--- config.mk ---
export PLATFORM = sky130hd
export DESIGN_NAME = piso_serializer
export DESIGN_NICKNAME = d
export VERILOG_FILES = /design/src/rtl/serial_pkg.sv /design/src/rtl/bit_counter.sv /design/src/rtl/piso_serializer.sv
export SDC_FILE = /design/constraint.sdc
export NUM_CORES = 1
export LEC_CHECK = 0
export BUFFER_PORTS_ARGS = -buffer_cell sky130_fd_sc_hd__buf_4
export CORE_MARGIN = 3
export CORE_UTILIZATION = 45
export CTS_CLUSTER_SIZE = 40
export DETAILED_ROUTE_END_ITERATION = 10
export PLACE_DENSITY = 0.7
export SLEW_MARGIN = 40
export SYNTH_ARGS = -nofsm -noshare
export SYNTH_HDL_FRONTEND = slang
export SYNTH_SLANG_ARGS = --single-unit
export TNS_END_PERCENT = 30
--- constraint.sdc ---
create_clock -name CLK -period 2.2 [get_ports CLK]
set_input_delay 0.11 -clock CLK [delete_from_list [all_inputs] [get_ports CLK]]
set_output_delay 0.11 -clock CLK [all_outputs]
set_load 0.03 [all_outputs]
--- src/rtl/serial_pkg.sv ---
// Shared definitions for the serializer/deserializer pair: FSM states,
// bit-order encodings and the word-position counter width.
package serial_pkg;

  typedef enum logic {
    IDLE  = 1'b0,
    SHIFT = 1'b1
  } state_e;

  localparam bit LSB_FIRST_ORDER = 1'b1;
  localparam bit MSB_FIRST_ORDER = 1'b0;

  // Counter width for a word of w bits; never narrower than one bit.
  function automatic int cnt_width(input int w);
    return (w > 1) ? $clog2(w) : 1;
  endfunction

endpackage

--- src/rtl/bit_counter.sv ---
// Bit-position counter for one word: clears on demand, counts up on inc,
// and flags the terminal position WIDTH-1.
module bit_counter
  import serial_pkg::*;
#(
  parameter int WIDTH = 8
) (
  input  logic CLK,
  input  logic RESET,
  input  logic CE,
  input  logic clr,
  input  logic inc,
  output logic tc
);

  localparam int CW = cnt_width(WIDTH);

  logic [CW-1:0] count_q;

  // NOTE: flops take non-blocking assignments so every register samples
  // pre-edge values regardless of block evaluation order.
  always_ff @(posedge CLK) begin
    if (RESET) begin
      count_q <= '0;
    end else if (CE) begin
      if (clr) begin
        count_q <= '0;
      end else if (inc) begin
        count_q <= count_q + 1'b1;
      end
    end
  end

  assign tc = (count_q == CW'(WIDTH - 1));

endmodule

--- src/rtl/piso_serializer.sv ---
// Parallel-in/serial-out transmitter: takes a WIDTH-bit word on a valid/ready
// handshake and emits it one bit per beat, with no bubble between words.
module piso_serializer
  import serial_pkg::*;
#(
  parameter int WIDTH     = 8,
  parameter bit LSB_FIRST = LSB_FIRST_ORDER
) (
  input  logic             CLK,
  input  logic             RESET,
  input  logic             CE,
  input  logic [WIDTH-1:0] I,
  input  logic             I_valid,
  output logic             I_ready,
  output logic             O,
  output logic             O_valid,
  output logic             O_last,
  input  logic             O_ready
);

  state_e           state_q;
  logic [WIDTH-1:0] shreg_q;
  logic [WIDTH-1:0] shreg_d;
  logic             tc;
  logic             load;
  logic             beat;

  assign O_valid = (state_q == SHIFT);
  assign O_last  = O_valid & tc;
  assign O       = O_valid & (LSB_FIRST ? shreg_q[0] : shreg_q[WIDTH-1]);

  // Accepting on the last beat lets the next word follow without a gap.
  assign I_ready = CE & ((state_q == IDLE) | (O_last & O_ready));
  assign load    = CE & I_valid & I_ready;
  assign beat    = CE & O_valid & O_ready;

  assign shreg_d = LSB_FIRST ? {1'b0, shreg_q[WIDTH-1:1]}
                             : {shreg_q[WIDTH-2:0], 1'b0};

  bit_counter #(
    .WIDTH(WIDTH)
  ) u_bit_counter (
    .CLK  (CLK),
    .RESET(RESET),
    .CE   (CE),
    .clr  (load | (beat & O_last)),
    .inc  (beat & ~O_last),
    .tc   (tc)
  );

  always_ff @(posedge CLK) begin
    if (RESET) begin
      state_q <= IDLE;
      shreg_q <= '0;
    end else begin
      case (state_q)
        IDLE: begin
          if (load) begin
            shreg_q <= I;
            state_q <= SHIFT;
          end
        end
        SHIFT: begin
          if (beat) begin
            if (!O_last) begin
              shreg_q <= shreg_d;
            end else if (load) begin
              shreg_q <= I;
            end else begin
              state_q <= IDLE;
            end
          end
        end
        default: state_q <= IDLE;
      endcase
    end
  end

endmodule

# Word level (Yosys, flattened, before mapping)

Index checks and enable logic that the tools add are counted.

Output and inout bits: 4
Bits in registers: 12
Bits of input ports: 13

Reductions and logical operators: 2
Bitwise logic cells: 14
Equality and inequality tests: 2
$add $sub $neg: 1
Multiplexer cells: 10

Operators with widths:

| cell                                                                    | number |
|---|---|
| 8-bit 2-to-1 mux                                                        | 3 |
| 8-bit case mux with 2 select lines                                      | 1 |
| 1-bit bitwise AND                                                       | 10 |
| 3-bit 2-to-1 mux                                                        | 2 |
| 3-bit by 1-bit adder with 3-bit output, second input constant           | 1 |
| 3-bit == test, second input constant                                    | 1 |
| 1-bit 2-to-1 mux                                                        | 3 |
| 2-bit by 1-bit inequality test with 1-bit output, second input constant | 1 |
| 1-bit inverter                                                          | 2 |
| 1-bit bitwise OR                                                        | 2 |
| 1-bit case mux with 2 select lines                                      | 1 |
| 2-bit AND reduction                                                     | 1 |
| 2-bit nonzero test                                                      | 1 |

# Depth between registers and ports, before layout

Depth in word-level cells: 10
Depth in mapped cells: 6
Depth with buffers taken out: 6

# Modules after synthesis

A second synthesis with hierarchy kept.

Cell total of the unflattened synthesis: 89
Area total of the unflattened synthesis: 726.9 um^2

Modules (own cells, without submodules):

| module          | cells an instance | instances | area an instance (um^2) |
|---|---|---|---|
| piso_serializer | 73                | 1         | 570.5 |
| bit_counter     | 16                | 1         | 156.4 |

# Least setup slack after synthesis

OpenSTA, ideal clock, no wires.

Kind: register to register
Start point: register u_bit_counter.count_q[0]
End point: register shreg_q[0]
Library setup time: 133 ps
Setup slack: 668 ps
Data required time: 2,067 ps
Stages on the path, launching flop included: 7
Arrival time: 1,399 ps
Cells stage by stage: dfxtp_1 ha_1 ha_1 a21bo_1 nor2b_4 a221oi_2 a211oi_2

Cells in the longest elaborated chain, start to end: 10

Ends and longest elaborated chain:

| item                                 | line                  | source |
|---|---|---|
| start, declared                      | bit_counter.sv:18     | `logic [CW-1:0] count_q;` |
| start signal, assigned               | bit_counter.sv:29     | `count_q <= count_q + 1'b1;` |
| 3-bit == test *                      | bit_counter.sv:34     | `assign tc = (count_q == CW'(WIDTH - 1));` |
| 1-bit bitwise AND *                  | piso_serializer.sv:29 | `assign O_last = O_valid & tc;` |
| 1-bit bitwise AND                    | piso_serializer.sv:33 | `assign I_ready = CE & ((state_q == IDLE) \| (O_last & O_ready));` |
| 1-bit bitwise OR                     | piso_serializer.sv:33 |  |
| 1-bit bitwise AND                    | piso_serializer.sv:33 |  |
| 1-bit bitwise AND                    | piso_serializer.sv:34 | `assign load = CE & I_valid & I_ready;` |
| 8-bit 2-to-1 mux                     | -                     |  |
| 8-bit 2-to-1 mux                     | piso_serializer.sv:65 | `if (!O_last) begin` |
| 8-bit 2-to-1 mux                     | piso_serializer.sv:64 | `if (beat) begin` |
| 8-bit case mux with 2 select lines * | piso_serializer.sv:56 | `case (state_q)` |
| end signal, assigned                 | piso_serializer.sv:66 | `shreg_q <= shreg_d;` |
| end, declared                        | piso_serializer.sv:22 | `logic [WIDTH-1:0] shreg_q;` |

Every way passes the cells marked *; elsewhere a longest branch is shown, timed or not. The select of a mux whose other input is x is not followed.
A chain may end at the register's enable or synchronous reset.

# Worst setup path after layout

Start point: register u_bit_counter.count_q[0]
End point: output I_ready

Cells in the longest elaborated chain, start to end: 5

Ends and longest elaborated chain:

| item              | line                  | source |
|---|---|---|
| 3-bit == test     | bit_counter.sv:34     |  |
| 1-bit bitwise AND | piso_serializer.sv:29 |  |
| 1-bit bitwise AND | piso_serializer.sv:33 |  |
| 1-bit bitwise OR  | piso_serializer.sv:33 |  |
| 1-bit bitwise AND | piso_serializer.sv:33 |  |
| end, declared     | piso_serializer.sv:14 | `output logic I_ready,` |

Every way passes these cells.

==> impl_metrics.env <==
export IMPL_outcome="completed"
export IMPL_antenna_found_initial=0
export IMPL_required_ns=2.09
export IMPL_worstRegToRegCells=6
export IMPL_cts_resized=0
export IMPL_io_buffer_count=16
export IMPL_cp_common_cell="ha_1"
export IMPL_critical_path_class="flop to primary output"
export IMPL_crit_path_max_fanout=8
export IMPL_die_area_um2=1970
export IMPL_cp_start_kind="flop"
export IMPL_synth_seq_area_share_pct=36.2
export IMPL_hold_class="primary input to flop"
export IMPL_power_total_mw=0.517
export IMPL_layout_min_cycle_time_ns=1.74
export IMPL_max_freq_mhz=573
export IMPL_diodes=0
export IMPL_cts_made_buffers=3
export IMPL_synth_most_common_cell="dfxtp_1"
export IMPL_arrival_ns=1.63
export IMPL_ys_seq_elements=12
export IMPL_grt_max_degree=13
export IMPL_synth_area_leaders="dfxtp_1 (36%), nor2_1 (4.5%), nand2_1 (4.0%), ha_1 (3.8%), o22ai_1 (3.8%)"
export IMPL_die_w_um=44.4
export IMPL_ir_worst_vdd_mv=0.390
export IMPL_grt_pass1_wl_mm=2.46
export IMPL_drv_cap=0
export IMPL_start_util_pct=49.2
export IMPL_die_h_um=44.4
export IMPL_grt_pass1_vias=602
export IMPL_ys_warn_count=0
export IMPL_cts_sinks=12
export IMPL_syn_to_final_growth_pct=24.1
export IMPL_cts_setup_buffers=0
export IMPL_ant_nets=0
export IMPL_drcViolationCount=0
export IMPL_clockBufferDepth=2
export IMPL_drtIter0Drc=12
export IMPL_async_flop_share_pct=0
export IMPL_cts_max_level=1
export IMPL_drive_gt1_share_pct=33.0
export IMPL_clk_insertion_delay_late_ns=0.28
export IMPL_nets=110
export IMPL_drt_first_pass_iters=4
export IMPL_hold_viol_final=0
export IMPL_p_leak_nw=0.360
export IMPL_cts_hold_buf=0
export IMPL_wl_mm=1.36
export IMPL_syn_inst=76
export IMPL_slew_viol_final=0
export IMPL_synth_edf_count=0
export IMPL_synth_commonest_cells="dfxtp_1 (12), nor2_1 (8), nand2_1 (7)"
export IMPL_holdPathStages=2
export IMPL_gp_congestion=0.735
export IMPL_finalSetupViolations=0
export IMPL_slowest_stage="dfxtp_1"
export IMPL_synthesis_nets=91
export IMPL_vias=608
export IMPL_period_share_pct=79.3
export IMPL_syn_area_um2=664
export IMPL_hpwl_mm=1.08
export IMPL_power_density_nw_per_um2=627
export IMPL_endpoint_kind="primary output"
export IMPL_synth_cell_types=32
export IMPL_num_io_pins=17
export IMPL_synth_ff_type="dfxtp_1"
export IMPL_wl_per_cell_um=12.4
export IMPL_rows=13
export IMPL_worst_slew_pin_slew_ns=0.303
export IMPL_cts_root_buf="clkbuf_4"
export IMPL_maxSlewHeadroom_pct=79.6
export IMPL_drt_vias_per_instance=5.58
export IMPL_crit_chain="ha_1 > ha_1 > a21bo_1 > and2_2 > buf_4"
export IMPL_synth_top_area_share_pct=36.2
export IMPL_fin_setup_tns_ns=0
export IMPL_finClkSkew_ns=0.00658
export IMPL_synth_top_area_cell="dfxtp_1"
export IMPL_max_stage_delay_ns=0.33
export IMPL_tritoncts="built"
export IMPL_grt_ovfl_total=0
export IMPL_rsz0062_at_grt="no"
export IMPL_clk_pin_slew_ns=0.08
export IMPL_post_synth_cell_area_avg_um2=8.74
export IMPL_core_area_um2=1350
export IMPL_grt_total_usage_pct=17.2
metal layers:
layer,share of wire [%],track usage [%],vias to the layer above
met1,44,20.9,275
met2,47,27.6,18
li1,-,-,312
met3,7.9,7.72,3
met4,1.0,4.22,0
met5,0,0,-
worst max-delay path: cells and delay by family (launching register included):
family | cells | cell delay (ns)
adder cells (fa/ha/maj) | 2 | 0.47
flip-flops | 1 | 0.33
AO/OA/AOI/OAI | 1 | 0.22
AND/OR/NAND/NOR | 1 | 0.19
buffers and inverters | 1 | 0.16
cell usage in the layout, fill, tap and decap left out, types with 3 or more instances in the layout:
master,synthesis,layout
nor2_1,8,8
nand2b_1,3,3
clkbuf_4,0,3
dfxtp_1,12,12
nor3_1,4,4
buf_4,1,17
nand2_1,7,7
o22ai_1,4,4
nand3_1,4,4
layout make-up:
class,count,area [um^2]
Tap cell,15,18.8
Clock buffer,4,36.3
Multi-Input combinational cell,59,394
Sequential cell,12,240
Fill cell,129,526
Inverter,2,7.51
Timing Repair Buffer,17,128
power by group:
| group | switching, mW | internal (mW) |
|---|---|---|
| registers | 0.0107 | 0.231 |
| logic | 0.0495 | 0.0507 |
| clock network | 0.0745 | 0.101 |
| total | 0.135 | 0.382 |
state kept, by name, summed over array words and instances, names as in the netlist:
name / cells
shreg_q: 8
u_bit_counter.count_q: 3
O_valid: 1
logic make-up (layout without fill, tap and decap cells):
group | Yosys count | count (layout) | synth area share, %
multiplexers | 3 | 3 | 5.27
AO/OA/AOI/OAI | 20 | 20 | 22.8
buffers and inverters | 5 | 23 | 4.52
adder cells (fa/ha/maj) | 2 | 2 | 3.77
AND/OR/NAND/NOR | 34 | 34 | 27.5
flip-flops | 12 | 12 | 36.2
final timing paths:
check,start,end,slack [ns]
setup / recovery,u_bit_counter.count_q[0],I_ready,0.46
hold / removal,RESET,shreg_q[0],0.09
setup reg to reg,u_bit_counter.count_q[0],shreg_q[0],0.58
hold reg to reg,shreg_q[7],shreg_q[7],0.49
stage by stage:
step	hold WS [ns]	setup WS, ns	util [%]	cell area, um^2	instances
5_1_grt	0.0847	0.379	61.1	825	109
2_1_floorplan	0.250	0.668	-	664	76
3_5_place_dp	0.382	0.580	58.4	788	105
3_3_place_gp	0.368	0.620	58.4	788	105
6_report	0.0852	0.456	61.1	825	109
4_1_cts	0.0814	0.447	61.1	825	109
No activity file was read; power rests on OpenSTA's default activity.
